===== config.mk =====
export PLATFORM = sky130hd
export DESIGN_NAME = bank_swap_scheduler_flat
export DESIGN_NICKNAME = d
export VERILOG_FILES = /design/src/rtl/bank_swap_scheduler_if.sv /design/src/rtl/bank_swap_scheduler.sv /design/src/flat_wrapper.sv
export SDC_FILE = /design/constraint.sdc
export NUM_CORES = 1
export LEC_CHECK = 0
export CELL_PAD_IN_SITES_DETAIL_PLACEMENT = 0
export CELL_PAD_IN_SITES_GLOBAL_PLACEMENT = 1
export CORE_UTILIZATION = 33
export CTS_BUF_LIST = sky130_fd_sc_hd__clkbuf_16
export DETAILED_ROUTE_END_ITERATION = 7
export PLACE_DENSITY_LB_ADDON = 0.1
export SLEW_MARGIN = 20
export SYNTH_ARGS = -nofsm -noshare
export SYNTH_HDL_FRONTEND = slang
export SYNTH_SLANG_ARGS = --single-unit

===== constraint.sdc =====
create_clock -name clk -period 1.7 [get_ports clk]
set_clock_uncertainty 0.05 [all_clocks]
set_input_delay 0.34 -clock clk [delete_from_list [all_inputs] [get_ports clk]]
set_output_delay 0.34 -clock clk [all_outputs]
set_load 0.005 [all_outputs]

===== src/rtl/bank_swap_scheduler_if.sv =====
// Acquisition and two-bank memory bus of the bank swap scheduler.
// The master drives samples and read requests; the scheduler (slave) drives the memory strobes.
interface bank_swap_scheduler_if #(
  parameter int DEPTH_W = 4,
  parameter int DATA_W  = 7
);
  logic               arm;
  logic               sample_valid;
  logic [DATA_W-1:0]  sample_in;
  logic               rd_req;
  logic               mem_we;
  logic [DEPTH_W:0]   mem_waddr;
  logic [DATA_W-1:0]  mem_wdata;
  logic               mem_re;
  logic [DEPTH_W:0]   mem_raddr;

  modport master (
    output arm, sample_valid, sample_in, rd_req,
    input  mem_we, mem_waddr, mem_wdata, mem_re, mem_raddr
  );

  modport slave (
    input  arm, sample_valid, sample_in, rd_req,
    output mem_we, mem_waddr, mem_wdata, mem_re, mem_raddr
  );
endinterface


===== src/rtl/bank_swap_scheduler.sv =====
// Ping-pong acquisition scheduler: fills one memory bank while the other is read out,
// swapping banks when the fill completes and the reader has drained its bank.
module bank_swap_scheduler #(
  parameter int DEPTH_W = 4,
  parameter int DATA_W  = 7
) (
  input  logic                      clk,
  input  logic                      rst_n,
  bank_swap_scheduler_if.slave      bus,
  output logic                      write_bank,
  output logic                      read_bank,
  output logic                      sending_pending,
  output logic                      sending_started,
  output logic                      memorization_completed,
  output logic                      overrun,
  output logic [1:0]                state
);

  typedef enum logic [1:0] {
    ST_IDLE    = 2'b00,
    ST_FILL    = 2'b01,
    ST_PENDING = 2'b10,
    ST_UNUSED  = 2'b11
  } state_t;

  localparam logic [DEPTH_W-1:0] LAST = '1;
  localparam logic [DEPTH_W-1:0] ONE  = DEPTH_W'(1);

  state_t             state_q, state_d;
  logic [DEPTH_W-1:0] wr_ptr_q, wr_ptr_d;
  logic [DEPTH_W-1:0] rd_ptr_q, rd_ptr_d;
  logic               rd_busy_q, rd_busy_d;
  logic               write_bank_q, write_bank_d;
  logic               mem_re_q, mem_re_d;
  logic [DEPTH_W:0]   mem_raddr_q, mem_raddr_d;
  logic               mem_comp_q, mem_comp_d;
  logic               overrun_q, overrun_d;
  logic               we;
  logic               swap;

  always_ff @(posedge clk or negedge rst_n) begin
    if (!rst_n) begin
      state_q      <= ST_IDLE;
      wr_ptr_q     <= '0;
      rd_ptr_q     <= '0;
      rd_busy_q    <= 1'b0;
      write_bank_q <= 1'b0;
      mem_re_q     <= 1'b0;
      mem_raddr_q  <= '0;
      mem_comp_q   <= 1'b0;
      overrun_q    <= 1'b0;
    end else begin
      state_q      <= state_d;
      wr_ptr_q     <= wr_ptr_d;
      rd_ptr_q     <= rd_ptr_d;
      rd_busy_q    <= rd_busy_d;
      write_bank_q <= write_bank_d;
      mem_re_q     <= mem_re_d;
      mem_raddr_q  <= mem_raddr_d;
      mem_comp_q   <= mem_comp_d;
      overrun_q    <= overrun_d;
    end
  end

  always_comb begin
    state_d      = state_q;
    wr_ptr_d     = wr_ptr_q;
    rd_ptr_d     = rd_ptr_q;
    rd_busy_d    = rd_busy_q;
    write_bank_d = write_bank_q;
    mem_re_d     = 1'b0;
    mem_raddr_d  = mem_raddr_q;
    mem_comp_d   = 1'b0;
    overrun_d    = overrun_q;
    swap         = 1'b0;

    // Writes only happen in FILL; the reset-forced IDLE state gates mem_we asynchronously.
    we = (state_q == ST_FILL) && bus.sample_valid;

    if (bus.rd_req && rd_busy_q) begin
      mem_re_d    = 1'b1;
      mem_raddr_d = {~write_bank_q, rd_ptr_q};
      rd_ptr_d    = rd_ptr_q + ONE;
      if (rd_ptr_q == LAST) begin
        rd_busy_d = 1'b0;
      end
    end

    case (state_q)
      ST_IDLE: begin
        if (bus.arm) begin
          state_d = ST_FILL;
        end
      end
      ST_FILL: begin
        if (we) begin
          wr_ptr_d = wr_ptr_q + ONE;
          if (wr_ptr_q == LAST) begin
            if (rd_busy_q) begin
              state_d = ST_PENDING;
            end else begin
              swap = 1'b1;
            end
          end
        end
      end
      ST_PENDING: begin
        if (bus.sample_valid) begin
          overrun_d = 1'b1;
        end
        if (!rd_busy_q) begin
          swap    = 1'b1;
          state_d = ST_FILL;
        end
      end
      default: state_d = ST_IDLE;
    endcase

    // Disarming abandons the fill in progress; the read engine keeps draining its bank.
    if (!bus.arm) begin
      state_d  = ST_IDLE;
      wr_ptr_d = '0;
      swap     = 1'b0;
    end

    if (swap) begin
      write_bank_d = ~write_bank_q;
      wr_ptr_d     = '0;
      rd_busy_d    = 1'b1;
      rd_ptr_d     = '0;
      mem_comp_d   = 1'b1;
    end
  end

  assign bus.mem_we              = we;
  assign bus.mem_waddr           = {write_bank_q, wr_ptr_q};
  assign bus.mem_wdata           = bus.sample_in;
  assign bus.mem_re              = mem_re_q;
  assign bus.mem_raddr           = mem_raddr_q;
  assign write_bank              = write_bank_q;
  assign read_bank               = ~write_bank_q;
  assign sending_pending         = (state_q == ST_PENDING);
  assign sending_started         = rd_busy_q;
  assign memorization_completed  = mem_comp_q;
  assign overrun                 = overrun_q;
  assign state                   = state_q;

endmodule


===== src/flat_wrapper.sv =====
// flat-port wrapper written by rule: the top's interface ports become plain ports
module bank_swap_scheduler_flat 
#(
  parameter int DEPTH_W = 4,
  parameter int DATA_W  = 7
)
  (clk, rst_n, write_bank, read_bank, sending_pending, sending_started, memorization_completed, overrun, state, bus_arm, bus_sample_valid, bus_sample_in, bus_rd_req, bus_mem_we, bus_mem_waddr, bus_mem_wdata, bus_mem_re, bus_mem_raddr);
  bank_swap_scheduler_if #(.DEPTH_W(DEPTH_W), .DATA_W(DATA_W)) bus_i ();
  input  logic clk;
  input  logic rst_n;
  output logic write_bank;
  output logic read_bank;
  output logic sending_pending;
  output logic sending_started;
  output logic memorization_completed;
  output logic overrun;
  output logic [1:0] state;
  input wire logic [$bits(bus_i.arm)-1:0] bus_arm;
  input wire logic [$bits(bus_i.sample_valid)-1:0] bus_sample_valid;
  input wire logic [$bits(bus_i.sample_in)-1:0] bus_sample_in;
  input wire logic [$bits(bus_i.rd_req)-1:0] bus_rd_req;
  output wire logic [$bits(bus_i.mem_we)-1:0] bus_mem_we;
  output wire logic [$bits(bus_i.mem_waddr)-1:0] bus_mem_waddr;
  output wire logic [$bits(bus_i.mem_wdata)-1:0] bus_mem_wdata;
  output wire logic [$bits(bus_i.mem_re)-1:0] bus_mem_re;
  output wire logic [$bits(bus_i.mem_raddr)-1:0] bus_mem_raddr;
  assign bus_i.arm = bus_arm;
  assign bus_i.sample_valid = bus_sample_valid;
  assign bus_i.sample_in = bus_sample_in;
  assign bus_i.rd_req = bus_rd_req;
  assign bus_mem_we = bus_i.mem_we;
  assign bus_mem_waddr = bus_i.mem_waddr;
  assign bus_mem_wdata = bus_i.mem_wdata;
  assign bus_mem_re = bus_i.mem_re;
  assign bus_mem_raddr = bus_i.mem_raddr;
  bank_swap_scheduler #(.DEPTH_W(DEPTH_W), .DATA_W(DATA_W)) u_core (.clk(clk), .rst_n(rst_n), .bus(bus_i), .write_bank(write_bank), .read_bank(read_bank), .sending_pending(sending_pending), .sending_started(sending_started), .memorization_completed(memorization_completed), .overrun(overrun), .state(state));
endmodule

# After elaboration in Yosys (flattened, before gate mapping)
# Cells that the tools add are included.
[totals] ff_bits=20 inputBits=12
[classes] addsub=2 n_eq_ne=10 mux=22 bitwise=1 reduce_logical=9
[ops] operator="$mux W4" n=6
[ops] operator="$mux W2" n=5
[ops] operator="$mux W1" n=9
[ops] operator="$ne A3 B3 Y1 const B" n=3
[ops] operator="$add A4 B1 Y4 const B" n=2
[ops] operator="$eq A4 B4 Y1 const B" n=2
[ops] operator="$ne A3 B1 Y1 const B" n=2
[ops] operator="$pmux W2 S3" n=1
[ops] operator="$reduce_and A2 Y1" n=3
[ops] operator="$reduce_and A4 Y1" n=1
[ops] operator="$reduce_bool A2 Y1" n=2
[ops] operator="$ne A3 B2 Y1 const B" n=1
[ops] operator="$eq A2 B1 Y1 const B" n=1
[ops] operator="$eq A2 B2 Y1 const B" n=1
[ops] operator="$logic_and A1 B1 Y1" n=2
[ops] operator="$logic_not A2 Y1" n=1
[ops] operator="$pmux W1 S2" n=1
[ops] operator="$not A1 Y1" n=1

# Logic depth before layout (Yosys ltp)
# Gate-level depths: netlist of run 1.
[logic_depth] ltp_word=7 mapped_depth=6 depth_no_buf=5

# Worst setup path after synthesis of run 1
# OpenSTA, ideal clock, no wires.
[synth_path] path_type="register to register" startpoint="register u_core.state_q[0] (netlist: u_core.state[0])" endpoint="register u_core.wr_ptr_q[0]" setup_time_ns=0.129 arrival_ns=1.399 setup_slack_ns=0.122 stages_incl_launch_ff=6 path_buffers=0 period_less_slack_ns=1.578 path_cell_list="dfrtp_1 > inv_1 > ha_1 > or2_2 > o221ai_1 > nor2_1"
[synth_between] elab_chain_cells=7
[synth_lines] element="from (decl)" line="bank_swap_scheduler.sv:29" source="state_t state_q, state_d;"
[synth_lines] element="from (signal assigned)" line="bank_swap_scheduler.sv:53" source="state_q <= state_d;"
[synth_lines] element="$eq A2 B1 Y1" line="bank_swap_scheduler.sv:78, bank_swap_scheduler.sv:89"
[synth_lines] element="$logic_and A1 B1 Y1" line="bank_swap_scheduler.sv:78" source="we = (state_q == ST_FILL) && bus.sample_valid;"
[synth_lines] element="$mux W1" line="bank_swap_scheduler.sv:96" source="if (we) begin"
[synth_lines] element="$pmux W1 S2" line="bank_swap_scheduler.sv:89" source="case (state_q)"
[synth_lines] element="$mux W1" line="bank_swap_scheduler.sv:120" source="if (!bus.arm) begin"
[synth_lines] element="$ne A3 B1 Y1 (no line)"
[synth_lines] element="$reduce_and A2 Y1 (no line)"
[synth_lines] element="to (signal assigned)" line="bank_swap_scheduler.sv:54" source="wr_ptr_q <= wr_ptr_d;"
[synth_lines] element="to (decl)" line="bank_swap_scheduler.sv:30" source="logic [DEPTH_W-1:0] wr_ptr_q, wr_ptr_d;"
# Several ways; a longest one is shown, not always the timed one.
# A chain may end at the register's enable or synchronous reset.

# Final worst setup path of run 1
[layout_path] startpoint="register u_core.state_q[0] (netlist: u_core.state[0])" endpoint="output port state[0]"
[layout_rtl] element="to (decl)" line="flat_wrapper.sv:17" source="output logic [1:0] state;"
# No word-level cell between the ends.

==> impl_results.md, run 1 <==
- Mapped Nets: 118
- Start-to-end type of the worst setup path: register to output port
- CP max FO: 6
- First drt pass iteration count: 4
- Share of post-route cells with drive strength above 1: 21.7%
- Sequential share of the synthesized area: 46.6%
- Flip-flop cell with the highest count after synthesis: dfrtp_1
- Cell leakage power: 0.000649 uW
- Clock-pin slew on the worst setup and hold paths: roughly 60 ps
- Slew of the pin with the lowest slew margin: roughly 280 ps
- Routed Wire Length: approximately 2200 um
- Number of antenna violations at the first check in global routing: 0
- Leading cell type in the layout, fill and taps excluded: clkdlybuf4s50_1
- Number of enable flip-flop cells after synthesis: 0
- Antenna violation net count after detailed routing: 0
- Footprint of the multi-input gates: 500 um2
- Std cell rows: 20
- Post-synth ARST share: 100%
- Total of buffers placed on input and output ports: 24
- Overall die area: roughly 0.0035 mm2
- Overall Global Routing Usage: 15.7%
- Worst rel slew slack: 81.5%
- Maximum root-to-sink buffer count: 2
- Total of flip-flops plus latches after synthesis: 20
- Power Total: 2380 uW
- Total cell area at the placement stage: around 0.0014 mm2
- Number of violations of the max-capacitance limit: 0
- Clock tree sinks: 20
- Via Count: 825
- Die boundary height: 59.0 um
- Power per cell area: 1600 mW/mm2
- Period utilisation layout: 97.7%
- Largest net degree at the start of global routing: 21
- CTS tree: built
- Classification of the worst-slack hold path: input port to async pin
- Average routed wire per standard cell: ~13 um
- Endpoint type of the worst setup path: output port
- Arrival time of data at the critical path endpoint: 1270 ps
- Outcome: completed
- Starting Density: 34.9%
- Average cell area after synthesis: 10.6 um2
- Endpoints failing setup: 0
- X dimension of the die: 59.0 um
- Growth of design area from synthesis to finish: 38.2%
- Final-report max-slew violation count: 0
- Number of buffers added to fix hold violations after cts: 0
- Non-Filler Cell Area, Final: 0.00148 mm2
- HPWL after detailed placement: 1610 um
- Achievable Freq: 0.602 GHz
- I/O pins: 39
- Final min period: 1660 ps
- Total overflow reported by the global router: 0
- Synthesized area: 0.00107 mm2
- VDD IR max: 0.831 mV
- CP startpoint kind: register
- Number of global-route vias before repair: 904
- Storage cell area: 503 um2
- Via density per instance: 4.77
- Detailed router's first-iteration violation count: 23
- N_diodes: 0
- Total CTS buffers: 3
- Endpoints failing hold: 0
- Synthesized instance count: ~100
- Core region area: 0.00308 mm2
- Yosys warning total: 0
- Final nets: 147
- Number of DRC violations after detailed routing: 0
- Critical path required time: 1310 ps
- Slack of the worst reg-to-reg path: around 120 ps
- Clk Tree Root Cell: clkbuf_16
- Number of fill cells in the layout: approximately 300
- Most frequent cells in the layout: 22 x clkdlybuf4s50_1, 18 x dfrtp_1, 11 x buf_4
- Latest clock arrival within the worst-skew pair: 260 ps
- Placer congestion estimate: 0.767
- Clock H-tree levels: 1
- Count of distinct cell types in the synthesized netlist: 33
- RSZ-0062 raised after global routing: yes
- Wire length of the first global-routing pass: 4000 um
-- state kept, by name, summed over array words and instances, names as in the netlist --
register,count
u_core.bus.mem_raddr,5
u_core.rd_ptr_q,4
u_core.wr_ptr_q,4
u_core.state,2
u_core.bus.mem_re,1
u_core.memorization_completed,1
u_core.overrun,1
u_core.sending_started,1
u_core.write_bank,1
-- worst max-delay path, cell delays in order (launching register included) --
cell	delay, ps
dfrtp_1	380
buf_4	150
clkdlybuf4s50_1	490
-- Yosys cell counts (all sizes together) (2+ instances only) --
cell     n  share of area [%]
a21o     2                1.5
a21oi    5                2.3
buf     11                8.0
dfrtp   20                 47
ha       5                5.8
inv      7                2.4
mux2     4                4.2
nand2    7                2.7
nand2b   2                1.2
nand3    7                3.3
nand4    3                1.7
nor2     3                1.0
o21ai    3                1.4
o221ai   2                1.6
or3      2                1.2
xnor2    2                1.6
xor2     3                2.4
-- what timing repair did --
item	4_1_cts	5_1_grt
buffers inserted	1	0
setup endpoints to repair	2	12
gates resized for setup	3	7
pin swaps	0	3
-- cell families (layout without fill, tap and decap cells) --
kind of cell	count (synthesis)	in the layout	share of synthesized area, %
AOI/OAI and AO/OA	17	17	12.0
DFF	20	20	46.6
adders and majority gates	5	5	5.83
xor gates and xnor gates	5	5	4.08
buffers and inverters	18	46	10.5
and+or+nand+nor	31	31	15.9
muxes	5	5	5.13
-- routing by layer --
layer | GRT usage [%] | part of all wire, % | up-vias
li1 | - | - | 407
met1 | 19.7 | 46 | 393
met2 | 24.4 | 47 | 17
met3 | 5.90 | 5.2 | 8
met4 | 6.80 | 1.8 | 0
met5 | 0 | 0 | -
-- through the flow --
step	setup TNS, ps	hold slack [ps]	instances	setup WS (ps)	util (%)
finish	0	368	173	38.4	48.2
global route	-67.8	414	173	-25.6	48.2
CTS	-3.48	380	173	-2.60	46.9
detailed placement	-147	399	168	-124	44.1
global placement	-134	390	168	-129	44.1
floorplan	0	-5.59	101	122	-
-- area by class of cell --
type | instances | share of cell area (%)
well taps | 44 | 3.71
clock buffers | 3 | 5.06
inverters | 7 | 1.77
flip-flops and latches | 20 | 33.9
repair buffers | 35 | 21.6
multi-input cells | 63 | 33.7
clock inverters | 1 | 0.253
-- report_power, final --
part           internal (uW)  total [uW]  switching [uW]  leakage [uW]
sequential               651         789             138      0.000251
combinational            655        1100             442      0.000359
clock                    314         496             182     0.0000385
total                   1620        2380             762      0.000649
-- final timing paths --
| check | startpoint | endpoint | depth (start not counted) |
|---|---|---|---|
| worst max-delay path | u_core.state[0] | state[0] | 2 |
| worst min-delay path | rst_n | u_core.wr_ptr_q[0] | 2 |
| worst max register to register | u_core.state[1] | u_core.state[1] | 6 |
| worst min register to register | u_core.overrun | u_core.overrun | 1 |
| max in group asynchronous | rst_n | u_core.wr_ptr_q[2] | 2 |
| min in group clk | u_core.overrun | u_core.overrun | 1 |
(Power assumes the default switching activity.)
==> run 2, diff against run 1 <==
--- a/config.mk
+++ b/config.mk
@@ -10,6 +10,7 @@
 export CORE_UTILIZATION = 33
 export CTS_BUF_LIST = sky130_fd_sc_hd__clkbuf_16
 export DETAILED_ROUTE_END_ITERATION = 7
+export GPL_TIMING_DRIVEN = 0
 export PLACE_DENSITY_LB_ADDON = 0.1
 export SLEW_MARGIN = 20
 export SYNTH_ARGS = -nofsm -noshare
==> run 2 against run 1 <==
Effect of this change: cell area up 9.9%; non-clock buffer count up 10; largest power group unchanged; critical path depth shrank 1; clock power is 32% higher; via count up 6.8%; worst setup slack better by 13 ps.
==> impl_results.md, run 2 (synthesis gave the netlist of run 1 again) <==
- Via density per instance: 4.81 (+0.95%)
- Total cell area at the placement stage: 0.00143 mm2 (+5.3%)
- Worst-case hold path end point: u_core.state[1]
- Power per cell area: 1620 mW/mm2 (+1.2%)
- CTS tree: built
- Outcome: completed
- I/O pins: 39 (unchanged)
- Footprint of the multi-input gates: 520 um2 (+4.0%)
- Buffers & Inverters on Critical Path: 1 (-1)
- Core region area: 0.00308 mm2 (unchanged)
- Total overflow reported by the global router: 0 (unchanged)
- First drt pass iteration count: 4 (unchanged)
- Number of antenna violations at the first check in global routing: 0 (unchanged)
- Worst stage delay on the critical path: 550 ps (+60 ps)
- Slack of the critical path: 51.1 ps (+12.7 ps)
- Leading cell type in the layout, fill and taps excluded: clkdlybuf4s50_1
- Number of flip-flops under the largest register name: 5 (unchanged)
- Cell leakage power: 0.000732 uW (+13%)
- Clock H-tree levels: 1 (unchanged)
- HPWL after detailed placement: 1660 um (+3.0%)
- Setup slack after placement: -352 ps (-228 ps)
- Cell Count, Final, Fillers Out: 183 (+5.8%)
- Growth of design area from synthesis to finish: 52.0%
- Cell chain of the critical path: clkdlybuf4s50_1
- Clk Tree Root Cell: clkbuf_16
- Critical path required time: 1310 ps (about the same)
- Most frequent cells in the layout: 25 x clkdlybuf4s50_1, 19 x dfrtp_1, 13 x buf_4
- Overall die area: 0.00349 mm2 (unchanged)
- Largest net degree at the start of global routing: 21 (unchanged)
- Die boundary height: 59.0 um (unchanged)
- Post-layout util: 53.0% (+4.8 points)
- Via Count: 881 (+6.8%)
- Share of post-route cells with drive strength above 1: 25.2% (+3.5 points)
- Number of fill cells in the layout: 302 (-0.98%)
- Achievable Freq: 0.606 GHz (+0.77%)
- Final-report max-slew violation count: 0 (unchanged)
- Maximum root-to-sink buffer count: 2 (unchanged)
- CP max FO: 5 (-1)
- N_diodes: 0 (unchanged)
- Classification of the worst-slack hold path: input port to register
- Latest clock arrival within the worst-skew pair: 260 ps (about the same)
- Overall Global Routing Usage: 15.3% (-0.43 points)
- RSZ-0062 raised after global routing: no
- Clock tree sinks: 20 (unchanged)
- Endpoints failing setup: 0 (unchanged)
- CP startpoint kind: register
- VDD IR max: 0.852 mV (+2.5%)
- Detailed router's first-iteration violation count: 27 (+17%)
- Final nets: 157 (+6.8%)
- Wire length of the first global-routing pass: 3960 um (-0.88%)
- Worst rel slew slack: 39.0% (-42 points)
- Startpoint of the worst-slack reg-to-reg timing path: u_core.state[1]
- Std cell rows: 20 (unchanged)
- Clock-pin slew on the worst setup and hold paths: 60 ps (about the same)
- Number of violations of the max-capacitance limit: 0 (unchanged)
- Endpoint type of the worst setup path: output port
- R2R cell count: 5 (-1)
- Starting Density: 34.9% (unchanged)
- Period utilisation layout: 97.0% (-0.75 points)
- Number of cells on the worst hold path: 2
- Total of buffers placed on input and output ports: 30 (+25%)
- X dimension of the die: 59.0 um (unchanged)
- Antenna violation net count after detailed routing: 0 (unchanged)
- Start-to-end type of the worst setup path: register to output port
- Placer congestion estimate: 0.770 (+0.30%)
- Final min period: 1650 ps (-12.7 ps)
- Non-Filler Cell Area, Final: 0.00163 mm2 (+9.9%)
- Cell type group with the largest total delay on the critical path: buffers and inverters
- Cell with the biggest individual delay on the critical path: clkdlybuf4s50_1
- Endpoints failing hold: 0 (unchanged)
- Slew of the pin with the lowest slew margin: 912 ps (+634 ps)
- Slack of the worst reg-to-reg path: 90 ps (-30 ps)
- Number of DRC violations after detailed routing: 0 (unchanged)
- Power Total: 2650 uW (+11%)
- Number of global-route vias before repair: 922 (+2.0%)
- Worst r2r dst: u_core.write_bank
- Arrival time of data at the critical path endpoint: 1260 ps (about the same)
- Average routed wire per standard cell: 12.8 um (+1.1%)
- Routed Wire Length: 2340 um (+7.0%)
- Post-Place Cells: 175 (+4.2%)
- Hold_sp: bus_arm
- Total CTS buffers: 3 (unchanged)
- Storage cell area: 502 um2 (-0.25%)
## run 2: cell types whose count changed in the layout (fill, tap and decap cells not counted), moves of 2 or more
cell,change
buf_6,+2
inv_1,-3
clkdlybuf4s50_1,+3
dlymetal6s2s_1,+2
buf_4,+2
inv_2,+3
## run 2: power by group
part | switching, uW | internal [uW]
clock | 185 | 467
combinational | 488 | 714
sequential | 144 | 651
total | 817 | 1830
## run 2: layout make-up
cell class,instances,area share [%]
Clock inverter,1,1.84
Tap cell,44,3.37
Sequential cell,20,30.8
Clock buffer,3,4.60
Multi-Input combinational cell,63,31.9
Timing Repair Buffer,35,21.3
Inverter,7,1.61
Buffer,10,4.60
## run 2: worst max-delay path by stage
stage          cells after the start                 end  slack (ps)                from
2_1_floorplan                      5  u_core.wr_ptr_q[0]         120     u_core.state[0]
3_3_place_gp                       4          bus_mem_we        -350    bus_sample_valid
3_5_place_dp                       4          bus_mem_we        -350    bus_sample_valid
4_1_cts                            5  u_core.wr_ptr_q[3]           9     u_core.state[1]
5_1_grt                            1    bus_mem_waddr[3]           4  u_core.wr_ptr_q[3]
6_report                           1    bus_mem_waddr[2]          50  u_core.wr_ptr_q[2]
## run 2: what timing repair did
item	in CTS	in global routing
hold buffers	0	0
gates resized for setup	13	8
pin swaps	2	3
setup buffers	5	0
setup endpoints to repair	7	10
## run 2: metrics by stage
step / setup TNS (ps) / hold slack (ps)
after floorplan: 0 / -5.59
after global placement: -656 / 391
after detailed placement: -906 / 396
after CTS: 0 / 314
after global routing: 0 / 321
final: 0 / 316
## run 2: routing by layer
| metal | track usage, % | routed length (um) |
|---|---|---|
| met1 | 18.5 | 1010 |
| met2 | 26.5 | 1160 |
| met3 | 4.59 | 123 |
| met4 | 4.08 | 53 |
| met5 | 0 | 0 |
==> run 3, diff against run 2 <==
--- a/config.mk
+++ b/config.mk
@@ -12,6 +12,7 @@
 export DETAILED_ROUTE_END_ITERATION = 7
 export GPL_TIMING_DRIVEN = 0
 export PLACE_DENSITY_LB_ADDON = 0.1
+export REMOVE_ABC_BUFFERS = 1
 export SLEW_MARGIN = 20
 export SYNTH_ARGS = -nofsm -noshare
 export SYNTH_HDL_FRONTEND = slang
==> run 3 against run 2 <==
Effect of this change: cell area decreased by 7.4%; sequential power increased by 2%; clock-buffer cell count unchanged; non-clock buffer count decreased by 10; sequential cell count unchanged; total power decreased by 1.9%; die area unchanged; register-to-register slack about the same; routed wire length decreased by 6.2%; global-route usage decreased by 1.0 points; worst setup slack improved by 2.4 ps; critical endpoint is now bus_mem_we; highest routed layer unchanged.
==> impl_results.md, run 3 (synthesis gave the netlist of run 1 again) <==
- Outcome: completed
- Number of global-route vias before repair: 831 (-9.9%)
- Switch Pwr: 783 uW (-4.1%)
- Die boundary height: 59.0 um (unchanged)
- Latest clock arrival within the worst-skew pair: 250 ps (about the same)
- Clock-pin slew on the worst setup and hold paths: 60 ps (about the same)
- CP max FO: 4 (-1)
- Endpoint type of the worst setup path: output port
- Number of buffers added to fix hold violations after cts: 0 (unchanged)
- RSZ-0062 raised after global routing: no
- Leading cell type in the layout, fill and taps excluded: clkdlybuf4s50_1
- Most frequent cells in the layout: 21 x clkdlybuf4s50_1, 17 x dfrtp_1, 9 x buf_4
- Number of DRC violations after detailed routing: 0 (unchanged)
- Clk pwr share: 24.9% (+0.3 points)
- Footprint of the multi-input gates: 493 um2 (-5.3%)
- Total CTS buffers: 3 (unchanged)
- Internal power: 1820 uW (-0.85%)
- Via Count: 846 (-4.0%)
- Largest net degree at the start of global routing: 21 (unchanged)
- Number of fill cells in the layout: 302 (unchanged)
- Clock H-tree levels: 1 (unchanged)
- Overall die area: 0.00349 mm2 (unchanged)
- Routed Wire Length: 2190 um (-6.2%)
- Average routed wire per standard cell: 12.7 um (-0.82%)
- Comb pwr share: 44.1% (-1.3 points)
- Clk Tree Root Cell: clkbuf_16
- Final-report max-slew violation count: 0 (unchanged)
- Std cell rows: 20 (unchanged)
- Maximum root-to-sink buffer count: 2 (unchanged)
- CTS tree: built
- Period utilisation layout: 96.9% (-0.14 points)
- Power per cell area: 1720 mW/mm2 (+5.9%)
- N_diodes: 0 (unchanged)
- First drt pass iteration count: 4 (unchanged)
- Final nets: 147 (-6.4%)
- Share of power burned in registers: 31.0% (+1.0 points)
- Via density per instance: 4.89 (+1.6%)
- Total overflow reported by the global router: 0 (unchanged)
- Endpoints failing setup: 0 (unchanged)
- Final sum of negative setup slack: 0 ps (unchanged)
- VDD IR max: 0.732 mV (-14%)
- Placer congestion estimate: 0.721 (-6.3%)
- Share of post-route cells with drive strength above 1: 24.0% (-1.1 points)
- Number of flip-flops under the largest register name: 5 (unchanged)
- Growth of design area from synthesis to finish: 40.8%
- Antenna violation net count after detailed routing: 0 (unchanged)
- Final min period: 1650 ps (-2.41 ps)
- Slew of the pin with the lowest slew margin: 883 ps (-28.8 ps)
- Worst rel slew slack: 41.0% (+1.9 points)
- Start-to-end type of the worst setup path: register to output port
- Switching share of power: 30.1% (-0.71 points)
- Storage cell area: 504 um2 (+0.50%)
- Setup slack after placement: -351 ps (+0.683 ps)
- Detailed router's first-iteration violation count: 7 (-74%)
- Achievable Freq: 0.607 GHz (+0.15%)
- Slack of the critical path: 53.5 ps (+2.41 ps)
- Total of buffers placed on input and output ports: 24 (-20%)
- HPWL after detailed placement: 1500 um (-9.5%)
- I/O pins: 39 (unchanged)
- Clock tree sinks: 20 (unchanged)
- Arrival time of data at the critical path endpoint: 1260 ps (about the same)
- X dimension of the die: 59.0 um (unchanged)
- Endpoints failing hold: 0 (unchanged)
- Classification of the worst-slack hold path: register to register
- Starting Density: 34.9% (unchanged)
- Core region area: 0.00308 mm2 (unchanged)
- Number of violations of the max-capacitance limit: 0 (unchanged)
- Critical path required time: 1310 ps (about the same)
- CP startpoint kind: register
- Wire length of the first global-routing pass: 3770 um (-4.7%)
- Overall Global Routing Usage: 14.3% (-1.0 points)
- Cell leakage power: 0.000658 uW (-10%)
- Number of antenna violations at the first check in global routing: 0 (unchanged)
==> run 3: cell count changes in the layout (fill, tap and decap cells not counted), moves of 2 or more <==
cell,previous run,this run
buf_4,13,9
clkdlybuf4s50_1,25,21
dfrtp_1,19,17
dfrtp_2,1,3
dlymetal6s2s_1,2,0
==> run 3: area by class of cell <==
cell class	count	share of cell area, %
clock buffers	3	4.97
inverters	7	1.74
clock inverters	1	1.99
repair buffers	35	21.7
well taps	44	3.64
flip-flops and latches	20	33.4
multi-input cells	63	32.6
==> run 3: what timing repair did <==
item	in CTS	in global routing
buffers inserted	4	7
endpoints found under the setup margin	9	6
resized for setup	16	1
pin swaps	1	2
==> run 3: worst max-delay path, stage by stage, from the launching register on <==
cell	delay, ps
dfrtp_2	420
buf_6	130
ha_4	170
nand2_4	70
inv_1	40
clkdlybuf4s15_1	190
==> run 3: power groups by stage <==
stage / clock (uW) / combinational, uW / sequential [uW]
2_1_floorplan: 0 / 460 / 817
3_3_place_gp: 0 / 886 / 834
3_5_place_dp: 0 / 893 / 839
4_1_cts: 673 / 1030 / 832
5_1_grt: 681 / 1270 / 840
6_report: 647 / 1150 / 807
==> run 3: final timing paths <==
| path | slack (ps) | start | depth (start not counted) | to |
|---|---|---|---|---|
| worst max-delay path | 50 | u_core.state[0] | 5 | bus_mem_we |
| worst min-delay path | 410 | u_core.overrun | 1 | u_core.overrun |
| worst max register to register | 80 | u_core.state[1] | 6 | u_core.state[1] |
| worst min register to register | 410 | u_core.overrun | 1 | u_core.overrun |
| max in group asynchronous | 460 | rst_n | 1 | u_core.sending_started |
| min in group asynchronous | 540 | rst_n | 1 | u_core.overrun |
==> run 3: routing by layer <==
layer  vias up  GRT usage, %  part of all wire (%)
met3         2          5.46                   5.8
met5         -             0                     0
met4         0          4.42                   1.2
li1        402             -                     -
met1       406          17.8                    42
met2        36          22.9                    51
==> run 3: through the flow <==
step	utilization [%]	cell area, um2	instances	hold WS [ps]	power (uW)
after CTS	47.3	1460	166	419	2530
after global placement	41.7	1280	158	394	1720
after floorplan	-	987	90	-5.59	1280
final	49.1	1510	173	409	2600
after detailed placement	41.7	1280	158	405	1730
after global routing	49.1	1510	173	443	2800
